--- src/rtl/bus_buffer_ctl_pkg.sv ---
// ============================================================================
// Module   : bus_buffer_ctl_pkg
// Brief    : Shared state encoding and counter sizing helper for bus_buffer_ctl.
// Revision : 1.0 - initial release
// ============================================================================
`default_nettype none

package bus_buffer_ctl_pkg;

    typedef enum logic [1:0] {
        ST_IDLE  = 2'd0,
        ST_SETUP = 2'd1,
        ST_DRIVE = 2'd2,
        ST_TURN  = 2'd3
    } state_t;

    // Width of a counter that must hold the value max_val; never below one bit.
    function automatic int cnt_width(input int max_val);
        return (max_val < 1) ? 1 : $clog2(max_val + 1);
    endfunction

endpackage

`default_nettype wire

--- src/rtl/bus_buffer_ctl_rr_arbiter.sv ---
// ============================================================================
// Module   : rr_arbiter
// Brief    : Combinational round-robin pick: first request after 'last'.
// Revision : 1.0 - initial release
// ============================================================================
`default_nettype none

module rr_arbiter
    import bus_buffer_ctl_pkg::*;
#(
    parameter int N = 4
) (
    input  logic [N-1:0]         req,
    input  logic [$clog2(N)-1:0] last,
    output logic [N-1:0]         grant,
    output logic [$clog2(N)-1:0] grant_idx,
    output logic                 valid
);

    localparam int c_IDX_W = $clog2(N);

    always_comb begin
        int k;
        k         = 0;
        grant     = '0;
        grant_idx = '0;
        valid     = 1'b0;
        // Scan last+1 .. last (mod N); the first set bit wins.
        for (int i = 1; i <= N; i++) begin
            k = int'(last) + i;
            if (k >= N) begin
                k = k - N;
            end
            if (!valid && req[k[c_IDX_W-1:0]]) begin
                valid                   = 1'b1;
                grant[k[c_IDX_W-1:0]]   = 1'b1;
                grant_idx               = k[c_IDX_W-1:0];
            end
        end
    end

endmodule

`default_nettype wire

--- src/rtl/bus_buffer_ctl.sv ---
// ============================================================================
// Module   : bus_buffer_ctl
// Brief    : Round-robin sequencer for octal bus driver banks (EN then OE,
//            turnaround dead time between owners, optional hold timeout).
// Revision : 1.0 - initial release
// ============================================================================
`default_nettype none

module bus_buffer_ctl
    import bus_buffer_ctl_pkg::*;
#(
    parameter int N         = 4,
    parameter int SETUP_CYC = 1,
    parameter int TURN_CYC  = 2,
    parameter int HOLD_MAX  = 255
) (
    input  logic         clk,
    input  logic         reset,
    input  logic [N-1:0] req,
    input  logic [N-1:0] rel,
    output logic [N-1:0] gnt,
    output logic [N-1:0] buf_en_n,
    output logic [N-1:0] buf_oe_n,
    output logic         busy,
    output logic         tmo
);

    localparam int c_IDX_W = $clog2(N);
    localparam int c_SET_W = cnt_width(SETUP_CYC);
    localparam int c_TRN_W = cnt_width(TURN_CYC);
    localparam int c_HLD_W = cnt_width(HOLD_MAX);

    localparam logic [c_SET_W-1:0] c_SET_LAST = c_SET_W'(SETUP_CYC);
    localparam logic [c_TRN_W-1:0] c_TRN_LAST = c_TRN_W'(TURN_CYC);
    localparam logic [c_HLD_W-1:0] c_HLD_LAST = c_HLD_W'(HOLD_MAX);
    localparam logic [c_HLD_W-1:0] c_HLD_SAT  = '1;
    localparam logic [c_IDX_W-1:0] c_LAST_RST = c_IDX_W'(N - 1);
    localparam logic               c_HLD_EN   = (HOLD_MAX != 0);

    state_t               r_state;
    state_t               w_state_nxt;
    logic [N-1:0]         r_owner;
    logic [N-1:0]         w_owner_nxt;
    logic [c_IDX_W-1:0]   r_last;
    logic [c_IDX_W-1:0]   w_last_nxt;
    logic [c_SET_W-1:0]   r_setup_cnt;
    logic [c_SET_W-1:0]   w_setup_nxt;
    logic [c_TRN_W-1:0]   r_turn_cnt;
    logic [c_TRN_W-1:0]   w_turn_nxt;
    logic [c_HLD_W-1:0]   r_hold_cnt;
    logic [c_HLD_W-1:0]   w_hold_nxt;

    logic [N-1:0]         r_gnt;
    logic [N-1:0]         r_en_n;
    logic [N-1:0]         r_oe_n;
    logic                 r_busy;
    logic                 r_tmo;
    logic [N-1:0]         w_gnt_nxt;
    logic [N-1:0]         w_en_n_nxt;
    logic [N-1:0]         w_oe_n_nxt;
    logic                 w_busy_nxt;
    logic                 w_tmo_nxt;

    logic [N-1:0]         w_arb_gnt;
    logic [c_IDX_W-1:0]   w_arb_idx;
    logic                 w_arb_valid;
    logic                 w_own_req;
    logic                 w_own_rel;
    logic                 w_hold_hit;

    rr_arbiter #(
        .N (N)
    ) u_arb (
        .req       (req),
        .last      (r_last),
        .grant     (w_arb_gnt),
        .grant_idx (w_arb_idx),
        .valid     (w_arb_valid)
    );

    // Only the current owner's req/rel lines matter once a bank is chosen.
    assign w_own_req  = |(req & r_owner);
    assign w_own_rel  = |(rel & r_owner);
    assign w_hold_hit = c_HLD_EN && (r_hold_cnt == c_HLD_LAST);

    always_comb begin
        w_state_nxt = r_state;
        w_owner_nxt = r_owner;
        w_last_nxt  = r_last;
        w_setup_nxt = r_setup_cnt;
        w_turn_nxt  = r_turn_cnt;
        w_hold_nxt  = r_hold_cnt;
        w_tmo_nxt   = 1'b0;

        case (r_state)
            ST_IDLE: begin
                if (w_arb_valid) begin
                    w_owner_nxt = w_arb_gnt;
                    w_last_nxt  = w_arb_idx;
                    w_setup_nxt = c_SET_W'(1);
                    w_state_nxt = ST_SETUP;
                end
            end
            ST_SETUP: begin
                if (!w_own_req) begin
                    w_owner_nxt = '0;
                    w_turn_nxt  = c_TRN_W'(1);
                    w_state_nxt = ST_TURN;
                end else if (r_setup_cnt == c_SET_LAST) begin
                    w_hold_nxt  = c_HLD_W'(1);
                    w_state_nxt = ST_DRIVE;
                end else begin
                    w_setup_nxt = r_setup_cnt + 1'b1;
                end
            end
            ST_DRIVE: begin
                // A timeout pulses tmo even when rel/!req coincide with it.
                if (w_hold_hit || w_own_rel || !w_own_req) begin
                    w_tmo_nxt   = w_hold_hit;
                    w_owner_nxt = '0;
                    w_turn_nxt  = c_TRN_W'(1);
                    w_state_nxt = ST_TURN;
                end else if (r_hold_cnt != c_HLD_SAT) begin
                    w_hold_nxt  = r_hold_cnt + 1'b1;
                end
            end
            ST_TURN: begin
                if (r_turn_cnt == c_TRN_LAST) begin
                    w_state_nxt = ST_IDLE;
                end else begin
                    w_turn_nxt  = r_turn_cnt + 1'b1;
                end
            end
            default: begin
                w_owner_nxt = '0;
                w_state_nxt = ST_IDLE;
            end
        endcase

        // Outputs are registered from the next state so they change on the
        // same edge as the state itself.
        w_en_n_nxt = '1;
        w_oe_n_nxt = '1;
        w_gnt_nxt  = '0;
        if (w_state_nxt == ST_SETUP || w_state_nxt == ST_DRIVE) begin
            w_en_n_nxt = ~w_owner_nxt;
        end
        if (w_state_nxt == ST_DRIVE) begin
            w_oe_n_nxt = ~w_owner_nxt;
            w_gnt_nxt  = w_owner_nxt;
        end
        w_busy_nxt = (w_state_nxt != ST_IDLE);
    end

    always_ff @(posedge clk) begin
        if (reset) begin
            r_state     <= ST_IDLE;
            r_owner     <= '0;
            r_last      <= c_LAST_RST;
            r_setup_cnt <= '0;
            r_turn_cnt  <= '0;
            r_hold_cnt  <= '0;
            r_gnt       <= '0;
            r_en_n      <= '1;
            r_oe_n      <= '1;
            r_busy      <= 1'b0;
            r_tmo       <= 1'b0;
        end else begin
            r_state     <= w_state_nxt;
            r_owner     <= w_owner_nxt;
            r_last      <= w_last_nxt;
            r_setup_cnt <= w_setup_nxt;
            r_turn_cnt  <= w_turn_nxt;
            r_hold_cnt  <= w_hold_nxt;
            r_gnt       <= w_gnt_nxt;
            r_en_n      <= w_en_n_nxt;
            r_oe_n      <= w_oe_n_nxt;
            r_busy      <= w_busy_nxt;
            r_tmo       <= w_tmo_nxt;
        end
    end

    assign gnt      = r_gnt;
    assign buf_en_n = r_en_n;
    assign buf_oe_n = r_oe_n;
    assign busy     = r_busy;
    assign tmo      = r_tmo;

endmodule

`default_nettype wire

--- config.mk ---
export PLATFORM = sky130hd
export DESIGN_NAME = bus_buffer_ctl
export DESIGN_NICKNAME = d
export VERILOG_FILES = /design/src/rtl/bus_buffer_ctl_pkg.sv /design/src/rtl/bus_buffer_ctl_rr_arbiter.sv /design/src/rtl/bus_buffer_ctl.sv
export SDC_FILE = /design/constraint.sdc
export NUM_CORES = 1
export LEC_CHECK = 0
export CAP_MARGIN = 20
export CORE_MARGIN = 5
export CORE_UTILIZATION = 40
export DETAILED_ROUTE_END_ITERATION = 8
export HOLD_SLACK_MARGIN = 0.02
export SYNTH_ARGS = -nofsm -noshare
export SYNTH_HDL_FRONTEND = slang
export SYNTH_SLANG_ARGS = --single-unit
--- constraint.sdc ---
create_clock -name clk -period 3.87 [get_ports clk]
set_input_delay 0.774 -clock clk [delete_from_list [all_inputs] [get_ports clk]]
set_output_delay 0.774 -clock clk [all_outputs]
set_load 0.02 [all_outputs]
==> results by group, run 1 <==
CTS
  – Post-CTS Setup Bufs: 0
  – Post-CTS Resized: 0
  – Clk root buf: clkbuf_8
  – CTS buffer count: 5
  – CTS Sinks: 33
  – CTS tree: yes
  – Clock transition at path regs: 0.07 ns
  – Longest Clk Path Bufs: 2
  – Clock latency on the worst-skew pair: 0.28 ns
  – H-tree levels: 2
  – Hold-fix buffer count after cts: 0

Finish
  – Area Growth Syn to Fin: 17.5%
  – Layout cell share with drive strength beyond 1: 0.151
  – Antenna diodes: 0
  – Nets: 259

Drt
  – Via count: 1,688
  – Starting DRC count in detailed routing: 100
  – DRT Pass-1 Iters: 4
  – # DRC: 0
  – Detail-routed net length per standard cell: about 14 um
  – Total Wirelength: 4320 um
  – Routed vias/inst: 5.48
  – Post-route ant nets: 0

STA
  – F_max: 0.302 GHz
  – Slew Viols, Final: 0
  – Setup TNS: 0 ns
  – Final setup viols: 0
  – Final critical-path required period: 3.32 ns
  – Final hold violation count: 0
  – Clock skew: 0.00638 ns
  – RSZ-0062 raised after global routing: false
  – Slew @ Worst Pin: 0.512 ns
  – Fin crit share: 0.857
  – Slew margin rel.: 0.658

Global route
  – Global Route Usage Sum: 0.142
  – Gr ovfl total: 0
  – Vias in the first global route: between 1,500 and 2,000
  – Largest net degree at the start of global routing: 16
  – Initial antenna violation count: 0
  – First-pass GRT wire length: 7330 um

Logic synthesis
  – Warnings from Yosys: 0
  – Number of library cell types mapped by synthesis: 53
  – Mean Syn Cell Area: 9.54 um^2
  – Synthesized cell area: 2030 um^2
  – Register area share after synthesis: 0.325
  – Main synth FF type: dfxtp_1
  – Mapped Cells: 213
  – Syn nets: 235
  – EDFF count, synth: 0
  – Seq cells post-synth: 33
  – Synth async-reset ratio: 0

Place
  – GP Congestion: ~0.85
  – # port buffers: 23
  – Hpwl dp: 3130 um

Setup path
  – Critical path startpoint category: input port
  – Highest fanout seen on the critical path: 8
  – Cell depth of the worst flop-to-flop path: 7
  – Crit path arrival time: between 3 and 4 ns
  – Critical path class: in -> reg
  – CP required: about 4 ns
  – Max incr delay on CP: about 0.55 ns
  – CP cell instances: clkdlybuf4s50_1 > a22o_2 > a221oi_4 > nor3_2 > nand2_1 > a31oi_1 > ha_1 > nand2b_1 > nor3_1 > a32oi_1
  – Worst path slowest cell: clkdlybuf4s50_1
  – Crit. End Element: flop

Floorplan
  – Overall die width: 81.3 um
  – Starting Density: 0.406
  – Row cnt: 26
  – Die Y: 81.3 um
  – Number of I/O pins: 24
  – Core area: 5010 um^2
  – Die area: 6610 um^2

Status
  – Status: finished, final reports clean

Pwr
  – VDD IR max: 0.286 mV
  – Pwr Density: 703 nW/um^2
  – Leakage Power: 0.914 nW
  – Design Power: around 1.7 mW

Min path
  – Hold Crit Class: reg -> reg
  – WHS Path Cells: 1

Run
  – Max cap viols: 0
[metal layers]
layer / share of wire / track usage
met1: 0.46 / 0.178
met2: 0.49 / 0.238
met3: 0.037 / 0.0377
met4: 0.012 / 0.0405
met5: 0 / 0
[worst max-delay path, delay by kind of cell]
kind	cells	cell delay, ns
AO/OA/AOI/OAI	4	1.05
adder cells (fa/ha/maj)	1	0.35
AND/OR/NAND/NOR	4	0.71
buffers and inverters	1	0.55
[metrics by stage]
stage           util  instance area, um^2  hold WS (ns)  std cells  worst slack [ns]
5_1_grt        0.477                 2390         0.478        308             0.420
3_3_place_gp   0.454                 2270         0.455        300             0.288
3_5_place_dp   0.454                 2270         0.454        300             0.268
6_report       0.477                 2390         0.467        308             0.555
2_1_floorplan      -                 2030         0.437        213             0.569
4_1_cts        0.477                 2390         0.467        308             0.584
[cell usage in the layout, fill, tap and decap left out, drive strengths merged, types with 2 or more instances in the layout]
master,Yosys,routed
a211o,4,4
a211oi,4,4
a21oi,14,14
a221oi,3,3
a22oi,3,3
a31oi,2,2
a32o,8,8
a32oi,11,11
and2b,2,2
and3,2,2
and4,2,2
buf,7,6
clkbuf,5,7
clkdlybuf4s50,0,23
dfxtp,33,33
ha,12,12
inv,9,9
mux2,2,2
mux2i,4,4
nand2,9,9
nand2b,2,2
nand3,3,3
nor2,23,23
nor3,10,10
o2111ai,3,3
o211ai,4,4
o21ai,7,7
o31ai,2,2
or2,2,2
or2b,6,6
xor2,5,5
[final cells by class]
class / instances / area [um^2]
Clock buffer: 7 / 86.3
Clock inverter: 1 / 30.0
Fill cell: 502 / 2620
Inverter: 9 / 33.8
Multi-Input combinational cell: 159 / 1210
Sequential cell: 33 / 661
Tap cell: 70 / 87.6
Timing Repair Buffer: 29 / 275
[final timing paths]
path,startpoint,to,slack [ns]
setup / recovery,req[1],buf_en_n[0],0.55
hold / removal,r_turn_cnt[0],r_turn_cnt[0],0.47
setup reg to reg,r_last[1],r_owner[0],1.01
hold reg to reg,r_turn_cnt[0],r_turn_cnt[0],0.47
[state kept, by name (all words and copies together) (netlist names)]
name	count
gnt	4
r_last	2
busy	1
r_owner	4
r_turn_cnt	2
r_state	2
buf_oe_n	4
tmo	1
buf_en_n	4
r_setup_cnt	1
r_hold_cnt	8
[synth_stat cells, types with 2 or more instances]
| cell type | count | share of area |
|---|---|---|
| or2b_2 | 3 | 0.013 |
| a32o_1 | 8 | 0.039 |
| a31oi_1 | 2 | 0.0062 |
| or2b_1 | 3 | 0.011 |
| ha_1 | 12 | 0.074 |
| nor2_1 | 22 | 0.041 |
| a21oi_2 | 2 | 0.0086 |
| a221oi_1 | 2 | 0.0086 |
| nor3_2 | 3 | 0.015 |
| a32oi_1 | 11 | 0.047 |
| dfxtp_1 | 33 | 0.33 |
| inv_1 | 9 | 0.017 |
| and2b_1 | 2 | 0.0074 |
| o21ai_0 | 6 | 0.015 |
| a211oi_1 | 2 | 0.0074 |
| or2_2 | 2 | 0.0062 |
| o211ai_1 | 4 | 0.015 |
| a211o_1 | 4 | 0.017 |
| nand2_1 | 9 | 0.017 |
| o31ai_1 | 2 | 0.0074 |
| clkbuf_8 | 2 | 0.014 |
| nand3_1 | 3 | 0.0074 |
| o2111ai_1 | 3 | 0.013 |
| nor3_1 | 7 | 0.017 |
| buf_6 | 6 | 0.033 |
| xor2_1 | 5 | 0.022 |
| mux2i_1 | 4 | 0.020 |
| clkbuf_1 | 2 | 0.0037 |
| a211oi_2 | 2 | 0.012 |
| a21oi_1 | 12 | 0.030 |
| a22oi_1 | 3 | 0.011 |
| and4_1 | 2 | 0.0086 |
[where the power goes]
| group | switching, mW | internal (mW) |
|---|---|---|
| clock | 0.124 | 0.210 |
| sequential | 0.0879 | 0.401 |
| combinational | 0.493 | 0.363 |
| total | 0.705 | 0.974 |
[cells by family after synthesis]
family / after synthesis / share of synthesized area
buf+inv: 21 / 0.0770
compound gates: 70 / 0.276
fa+ha+maj: 12 / 0.0739
mux: 7 / 0.0437
simple gates: 65 / 0.183
xor+xnor: 5 / 0.0216
flops: 33 / 0.325
(Power assumes the default switching activity.)
==> run 2: changes to the inputs <==
--- a/config.mk
+++ b/config.mk
@@ -6,10 +6,8 @@
 export NUM_CORES = 1
 export LEC_CHECK = 0
 export CAP_MARGIN = 20
-export CORE_MARGIN = 5
-export CORE_UTILIZATION = 40
+export CORE_UTILIZATION = 35
 export DETAILED_ROUTE_END_ITERATION = 8
-export HOLD_SLACK_MARGIN = 0.02
 export SYNTH_ARGS = -nofsm -noshare
 export SYNTH_HDL_FRONTEND = slang
 export SYNTH_SLANG_ARGS = --single-unit
==> run 2 against run 1 <==
  * Final area decreased by 0.21%
  * Setup slack about the same
  * Clock power is essentially flat
  * Largest power group unchanged
  * Critical endpoint is now buf_en_n[3]
  * Highest routed layer unchanged
==> results by group, run 2 (same netlist as run 1, synthesis figures left out) <==
Pwr
  – Pwr Density: 703 nW/um^2 (about the same)
  – VDD IR max: 0.242 mV (was 0.286 mV)
  – Leakage Power: 0.908 nW (was 0.914 nW)
  – Int Pwr: 974 uW (about the same)
  – Sw Ratio: 0.419 (was 0.420)
  – Switching power: 702 uW (was 705 uW)
  – Sequential share of power: 0.291 (about the same)
  – Clock network power share: 0.199 (about the same)
  – Comb power frac: 0.510 (about the same)
  – Design Power: 1.68 mW (about the same)

CTS
  – H-tree levels: 2 (unchanged)
  – Clk root buf: clkbuf_8 (unchanged)
  – Clock transition at path regs: 0.06 ns (was 0.07 ns)
  – Longest Clk Path Bufs: 2 (unchanged)
  – Clock latency on the worst-skew pair: 0.28 ns (about the same)
  – CTS tree: yes (unchanged)
  – CTS buffer count: 5 (unchanged)
  – CTS Sinks: 33 (unchanged)
  – Post-CTS Resized: 0 (unchanged)
  – Hold-fix buffer count after cts: 0 (unchanged)
  – Post-CTS Setup Bufs: 0 (unchanged)

Floorplan
  – Overall die width: 78.2 um (was 81.3 um)
  – Die Y: 78.2 um (was 81.3 um)
  – Number of I/O pins: 24 (unchanged)
  – Core area: 5540 um^2 (was 5010 um^2)
  – Starting Density: 0.367 (was 0.406)
  – Row cnt: 27 (was 26)
  – Die area: 6110 um^2 (was 6610 um^2)

Finish
  – Most common cell after layout, fill and taps aside: dfxtp_1 (unchanged)
  – Largest Register: r_hold_cnt (unchanged)
  – Commonest non-fill, non-tap cells in the layout: dfxtp_1, clkdlybuf4s50_1, nor2_1, a21oi_1, ha_1 (unchanged)
  – Antenna diodes: 0 (unchanged)
  – Area Growth Syn to Fin: 17.3% (was 17.5%)
  – Nets: 258 (was 259)
  – Layout fillers: 545 (was 502)
  – Layout cell share with drive strength beyond 1: 0.148 (was 0.151)
  – Number of flip-flops in the largest register: 8 (unchanged)

STA
  – Final hold violation count: 0 (unchanged)
  – Clock skew: 0.00653 ns (was 0.00638 ns)
  – RSZ-0062 raised after global routing: false (unchanged)
  – Setup TNS: 0 ns (unchanged)
  – Fin crit share: 0.857 (about the same)
  – Final setup viols: 0 (unchanged)
  – Slew @ Worst Pin: 0.539 ns (was 0.512 ns)
  – Final critical-path required period: 3.31 ns (was 3.32 ns)
  – Slew margin rel.: 0.638 (was 0.658)
  – F_max: 0.302 GHz (about the same)
  – Slew Viols, Final: 0 (unchanged)

Drt
  – Via count: 1,655 (was 1,688)
  – Total Wirelength: 4220 um (was 4320 um)
  – Routed vias/inst: 5.36 (was 5.48)
  – # DRC: 0 (unchanged)
  – Starting DRC count in detailed routing: 57 (was 100)
  – Post-route ant nets: 0 (unchanged)
  – DRT Pass-1 Iters: 4 (unchanged)
  – Detail-routed net length per standard cell: 13.6 um (was 14.0 um)

Place
  – Hpwl dp: 3050 um (was 3130 um)
  – # port buffers: 23 (unchanged)
  – GP Congestion: 0.786 (was 0.845)

Setup path
  – Worst r2r src: r_last[1] (unchanged)
  – Max incr delay on CP: 0.56 ns (was 0.55 ns)
  – CP required: 4.01 ns (about the same)
  – Critical path class: in -> reg (unchanged)
  – Crit. End Element: flop (unchanged)
  – Highest fanout seen on the critical path: 8 (unchanged)
  – Crit path from: req[1] (unchanged)
  – CP cell instances: clkdlybuf4s50_1 > a22o_2 > a221oi_4 > nor3_2 > nand2_1 > a31oi_1 > ha_1 > nand2b_1 > nor3_1 > a32oi_1 (unchanged)
  – Crit path arrival time: 3.46 ns (was 3.45 ns)
  – Worst path slowest cell: clkdlybuf4s50_1 (unchanged)
  – Critical path startpoint category: input port (unchanged)

Global route
  – Gr ovfl total: 0 (unchanged)
  – First-pass GRT wire length: 7060 um (was 7330 um)
  – Vias in the first global route: 1,545 (was 1,599)
  – GR Util met2: 0.243 (was 0.238)
  – Met3 Use GR: 0.0360 (was 0.0377)
  – Largest net degree at the start of global routing: 16 (unchanged)
  – Initial antenna violation count: 0 (unchanged)
  – Met1 usage: 0.183 (was 0.178)
  – Global route hottest layer: met2 (unchanged)
  – Global Route Usage Sum: 0.145 (was 0.142)

Min path
  – Worst hold start: r_setup_cnt (was r_turn_cnt[0])
  – Hold Crit Class: reg -> reg (unchanged)

Status
  – Status: finished, final reports clean (unchanged)

Run
  – Max cap viols: 0 (unchanged)
run 2: changes by cell type in the layout (fill, tap and decap cells not counted), sizes merged:
cell,change
buf,-1
run 2: worst paths after layout:
path,endpoint,slack (ns),depth (start not counted)
setup / recovery,buf_en_n[3],0.56,10
hold / removal,r_setup_cnt,0.49,2
setup reg to reg,gnt[3],1.01,7
hold reg to reg,r_setup_cnt,0.49,2
run 2: critical path, delay by kind of cell:
kind                       cells  cell delay, ns
AOI/OAI and AO/OA              4            1.05
adders and majority gates      1            0.35
and+or+nand+nor                4            0.72
buffers and inverters          1            0.56
run 2: per-layer routing:
layer	share of wire	up-vias
met5	0	-
met4	0.0071	0
met3	0.035	4
met2	0.48	29
met1	0.47	772
li1	-	850
run 2: layout make-up:
cell class | count | area (um^2) | share of cell area
clock inverter | 1 | 30.0 | 0.0126
timing repair buffer | 28 | 268 | 0.112
inverter | 9 | 33.8 | 0.0142
tap | 72 | 90.1 | 0.0378
multi-input combinational | 159 | 1210 | 0.510
clock buffer | 7 | 86.3 | 0.0362
sequential | 33 | 661 | 0.277
run 2: per-stage QoR:
stage | setup slack, ns | hold slack [ns] | cell area, um^2 | util | instances
3_3_place_gp | 0.300 | 0.458 | 2270 | 0.409 | 301
6_report | 0.555 | 0.488 | 2380 | 0.430 | 309
4_1_cts | 0.528 | 0.484 | 2380 | 0.430 | 309
3_5_place_dp | 0.220 | 0.473 | 2270 | 0.409 | 301
5_1_grt | 0.328 | 0.517 | 2380 | 0.430 | 309
2_1_floorplan | 0.569 | 0.437 | 2030 | - | 213
run 2: power by group through the flow:
stage                     Combinational [mW]  Clock (mW)  Sequential (mW)
after floorplan                        0.720           0            0.487
after global placement                 0.849           0            0.496
after detailed placement               0.849           0            0.495
after CTS                              0.850       0.346            0.488
after global routing                   0.939       0.362            0.498
final                                  0.854       0.334            0.488
==> run 3: changes to the inputs <==
--- a/config.mk
+++ b/config.mk
@@ -8,6 +8,7 @@
 export CAP_MARGIN = 20
 export CORE_UTILIZATION = 35
 export DETAILED_ROUTE_END_ITERATION = 8
+export GPL_TIMING_DRIVEN = 0
 export SYNTH_ARGS = -nofsm -noshare
 export SYNTH_HDL_FRONTEND = slang
 export SYNTH_SLANG_ARGS = --single-unit
==> run 3 against run 2 <==
  * Via count up 2.2%
  * Power grew 4.1%
  * Die area did not move
  * Sequential power fell by 3%
  * Count of clock-buffer cells in the layout is the same
  * Worst hold slack worse by 0.013 ns
  * Highest routed layer unchanged
==> results by group, run 3 (same netlist as run 1, synthesis figures left out) <==
Status
  – Status: finished, final reports clean (unchanged)

Finish
  – Nets: 262 (was 258)
  – Final Util: 0.442 (was 0.430)
  – Largest Register: r_hold_cnt (unchanged)
  – Antenna diodes: 0 (unchanged)
  – Non-filler cells, final: 313 (was 309)
  – Area Growth Syn to Fin: 20.5% (was 17.3%)
  – Most common cell after layout, fill and taps aside: dfxtp_1 (unchanged)
  – Layout cell share with drive strength beyond 1: 0.174 (was 0.148)
  – Number of flip-flops in the largest register: 8 (unchanged)
  – Commonest non-fill, non-tap cells in the layout: dfxtp_1, nor2_1, clkdlybuf4s50_1, a21oi_1, ha_1 (was dfxtp_1, clkdlybuf4s50_1, nor2_1, a21oi_1, ha_1)
  – Finished Cell Area: 2450 um^2 (was 2380 um^2)

Setup path
  – CP cell instances: clkdlybuf4s50_1 > a22o_2 > a221oi_4 > nor3_2 > nand2_1 > a31oi_1 > ha_1 > or2b_2 > a21oi_1 > a32o_1 (was clkdlybuf4s50_1 > a22o_2 > a221oi_4 > nor3_2 > nand2_1 > a31oi_1 > ha_1 > nand2b_1 > nor3_1 > a32oi_1)
  – Worst path slowest cell: clkdlybuf4s50_1 (unchanged)
  – Crit path arrival time: 3.72 ns (was 3.46 ns)
  – Crit. End Element: flop (unchanged)
  – Critical path class: in -> reg (unchanged)
  – Max incr delay on CP: 0.66 ns (was 0.56 ns)
  – Highest fanout seen on the critical path: 8 (unchanged)
  – CP required: 4.09 ns (was 4.01 ns)
  – Critical path startpoint category: input port (unchanged)

Global route
  – Initial antenna violation count: 0 (unchanged)
  – Largest net degree at the start of global routing: 11 (was 16)
  – Vias in the first global route: 1,627 (was 1,545)
  – Global Route Usage Sum: 0.153 (was 0.145)
  – First-pass GRT wire length: 7470 um (was 7060 um)
  – Gr ovfl total: 0 (unchanged)

Pwr
  – Pwr Density: 712 nW/um^2 (was 703 nW/um^2)
  – Comb power frac: 0.541 (was 0.510)
  – VDD IR max: 0.219 mV (was 0.242 mV)
  – Leakage Power: 0.939 nW (was 0.908 nW)
  – Int Pwr: 1.03 mW (was 974 uW)
  – Sw Ratio: 0.410 (was 0.419)
  – Design Power: 1.74 mW (was 1.68 mW)
  – Switching power: 716 uW (was 702 uW)
  – Sequential share of power: 0.271 (was 0.291)
  – Clock network power share: 0.189 (was 0.199)

Place
  – Hpwl dp: 3200 um (was 3050 um)
  – Inst Count DP: 305 (was 301)
  – Placed instance area: 2320 um^2 (was 2270 um^2)
  – # port buffers: 20 (was 23)
  – GP Congestion: 0.813 (was 0.786)

CTS
  – Longest Clk Path Bufs: 2 (unchanged)
  – Clk root buf: clkbuf_8 (unchanged)
  – Clock transition at path regs: 0.06 ns (about the same)
  – H-tree levels: 2 (unchanged)
  – Clock latency on the worst-skew pair: 0.28 ns (about the same)
  – CTS tree: yes (unchanged)
  – Post-CTS Setup Bufs: 0 (unchanged)
  – Hold-fix buffer count after cts: 0 (unchanged)
  – CTS Sinks: 33 (unchanged)
  – CTS buffer count: 5 (unchanged)

Floorplan
  – Die area: 6110 um^2 (unchanged)
  – Starting Density: 0.367 (unchanged)
  – Row cnt: 27 (unchanged)
  – Core area: 5540 um^2 (unchanged)
  – Overall die width: 78.2 um (unchanged)
  – Number of I/O pins: 24 (unchanged)
  – Die Y: 78.2 um (unchanged)

STA
  – Fin crit share: 0.904 (was 0.857)
  – Final setup viols: 0 (unchanged)
  – Final hold violation count: 0 (unchanged)
  – RSZ-0062 raised after global routing: false (unchanged)
  – Slew margin rel.: 0.530 (was 0.638)
  – Slew @ Worst Pin: 0.706 ns (was 0.539 ns)
  – F_max: 0.286 GHz (was 0.302 GHz)
  – Setup TNS: 0 ns (unchanged)
  – Slew Viols, Final: 0 (unchanged)
  – Clock skew: 0.00559 ns (was 0.00653 ns)
  – Final critical-path required period: 3.50 ns (was 3.31 ns)

Drt
  – # DRC: 0 (unchanged)
  – Detail-routed net length per standard cell: 14.0 um (was 13.6 um)
  – Post-route ant nets: 0 (unchanged)
  – Starting DRC count in detailed routing: 65 (was 57)
  – DRT Pass-1 Iters: 4 (unchanged)
  – Via count: 1,691 (was 1,655)
  – Total Wirelength: 4390 um (was 4220 um)
  – Routed vias/inst: 5.40 (was 5.36)

Min path
  – Hold Crit Class: reg -> reg (unchanged)

Run
  – Max cap viols: 0 (unchanged)
## run 3: routing by layer
layer  part of all wire  global-route usage  wire [um]
met1               0.47               0.186       2050
met2               0.49               0.269       2150
met3              0.033              0.0326        147
met4              0.011              0.0444         48
met5                  0                   0          0
## run 3: repair_timing
item                                   CTS  global route
setup endpoints to repair                8             8
pin swaps                                0             0
gates resized for setup                  1             1
endpoints found under the hold margin    0             0
## run 3: path summary, 6_finish.rpt
kind / start / endpoint / slack [ns] / cells past startpoint
hold / removal: r_turn_cnt[0] / r_turn_cnt[0] / 0.47 / 1
setup reg to reg: r_owner[0] / gnt[3] / 1.00 / 10
setup / recovery: req[1] / gnt[3] / 0.37 / 10
hold reg to reg: r_turn_cnt[0] / r_turn_cnt[0] / 0.47 / 1
## run 3: area by class of cell
cell class	count	area, um^2
Clock inverter	1	30.0
Sequential cell	33	661
Timing Repair Buffer	20	200
Clock buffer	7	86.3
Multi-Input combinational cell	159	1220
Buffer	12	123
Tap cell	72	90.1
Inverter	9	33.8
Fill cell	580	3090
## run 3: power groups by stage
stage	Sequential, mW	Combinational (mW)	Clock [mW]
2_1_floorplan	0.487	0.720	0
3_3_place_gp	0.478	0.928	0
3_5_place_dp	0.480	0.936	0
4_1_cts	0.472	0.942	0.340
5_1_grt	0.483	1.03	0.355
6_report	0.472	0.943	0.329
## run 3: worst max-delay path: cells and delay by family
| family | cells | cell delay [ns] |
|---|---|---|
| AO/OA/AOI/OAI | 5 | 1.38 |
| buffers and inverters | 1 | 0.66 |
| adder cells (fa/ha/maj) | 1 | 0.19 |
| AND/OR/NAND/NOR | 3 | 0.70 |
## run 3: metrics by stage
stage / worst slack, ns / hold WS [ns]
after floorplan: 0.569 / 0.437
after global placement: -0.410 / 0.453
after detailed placement: -0.422 / 0.456
after CTS: 0.125 / 0.471
after global routing: 0.121 / 0.499
final: 0.370 / 0.475
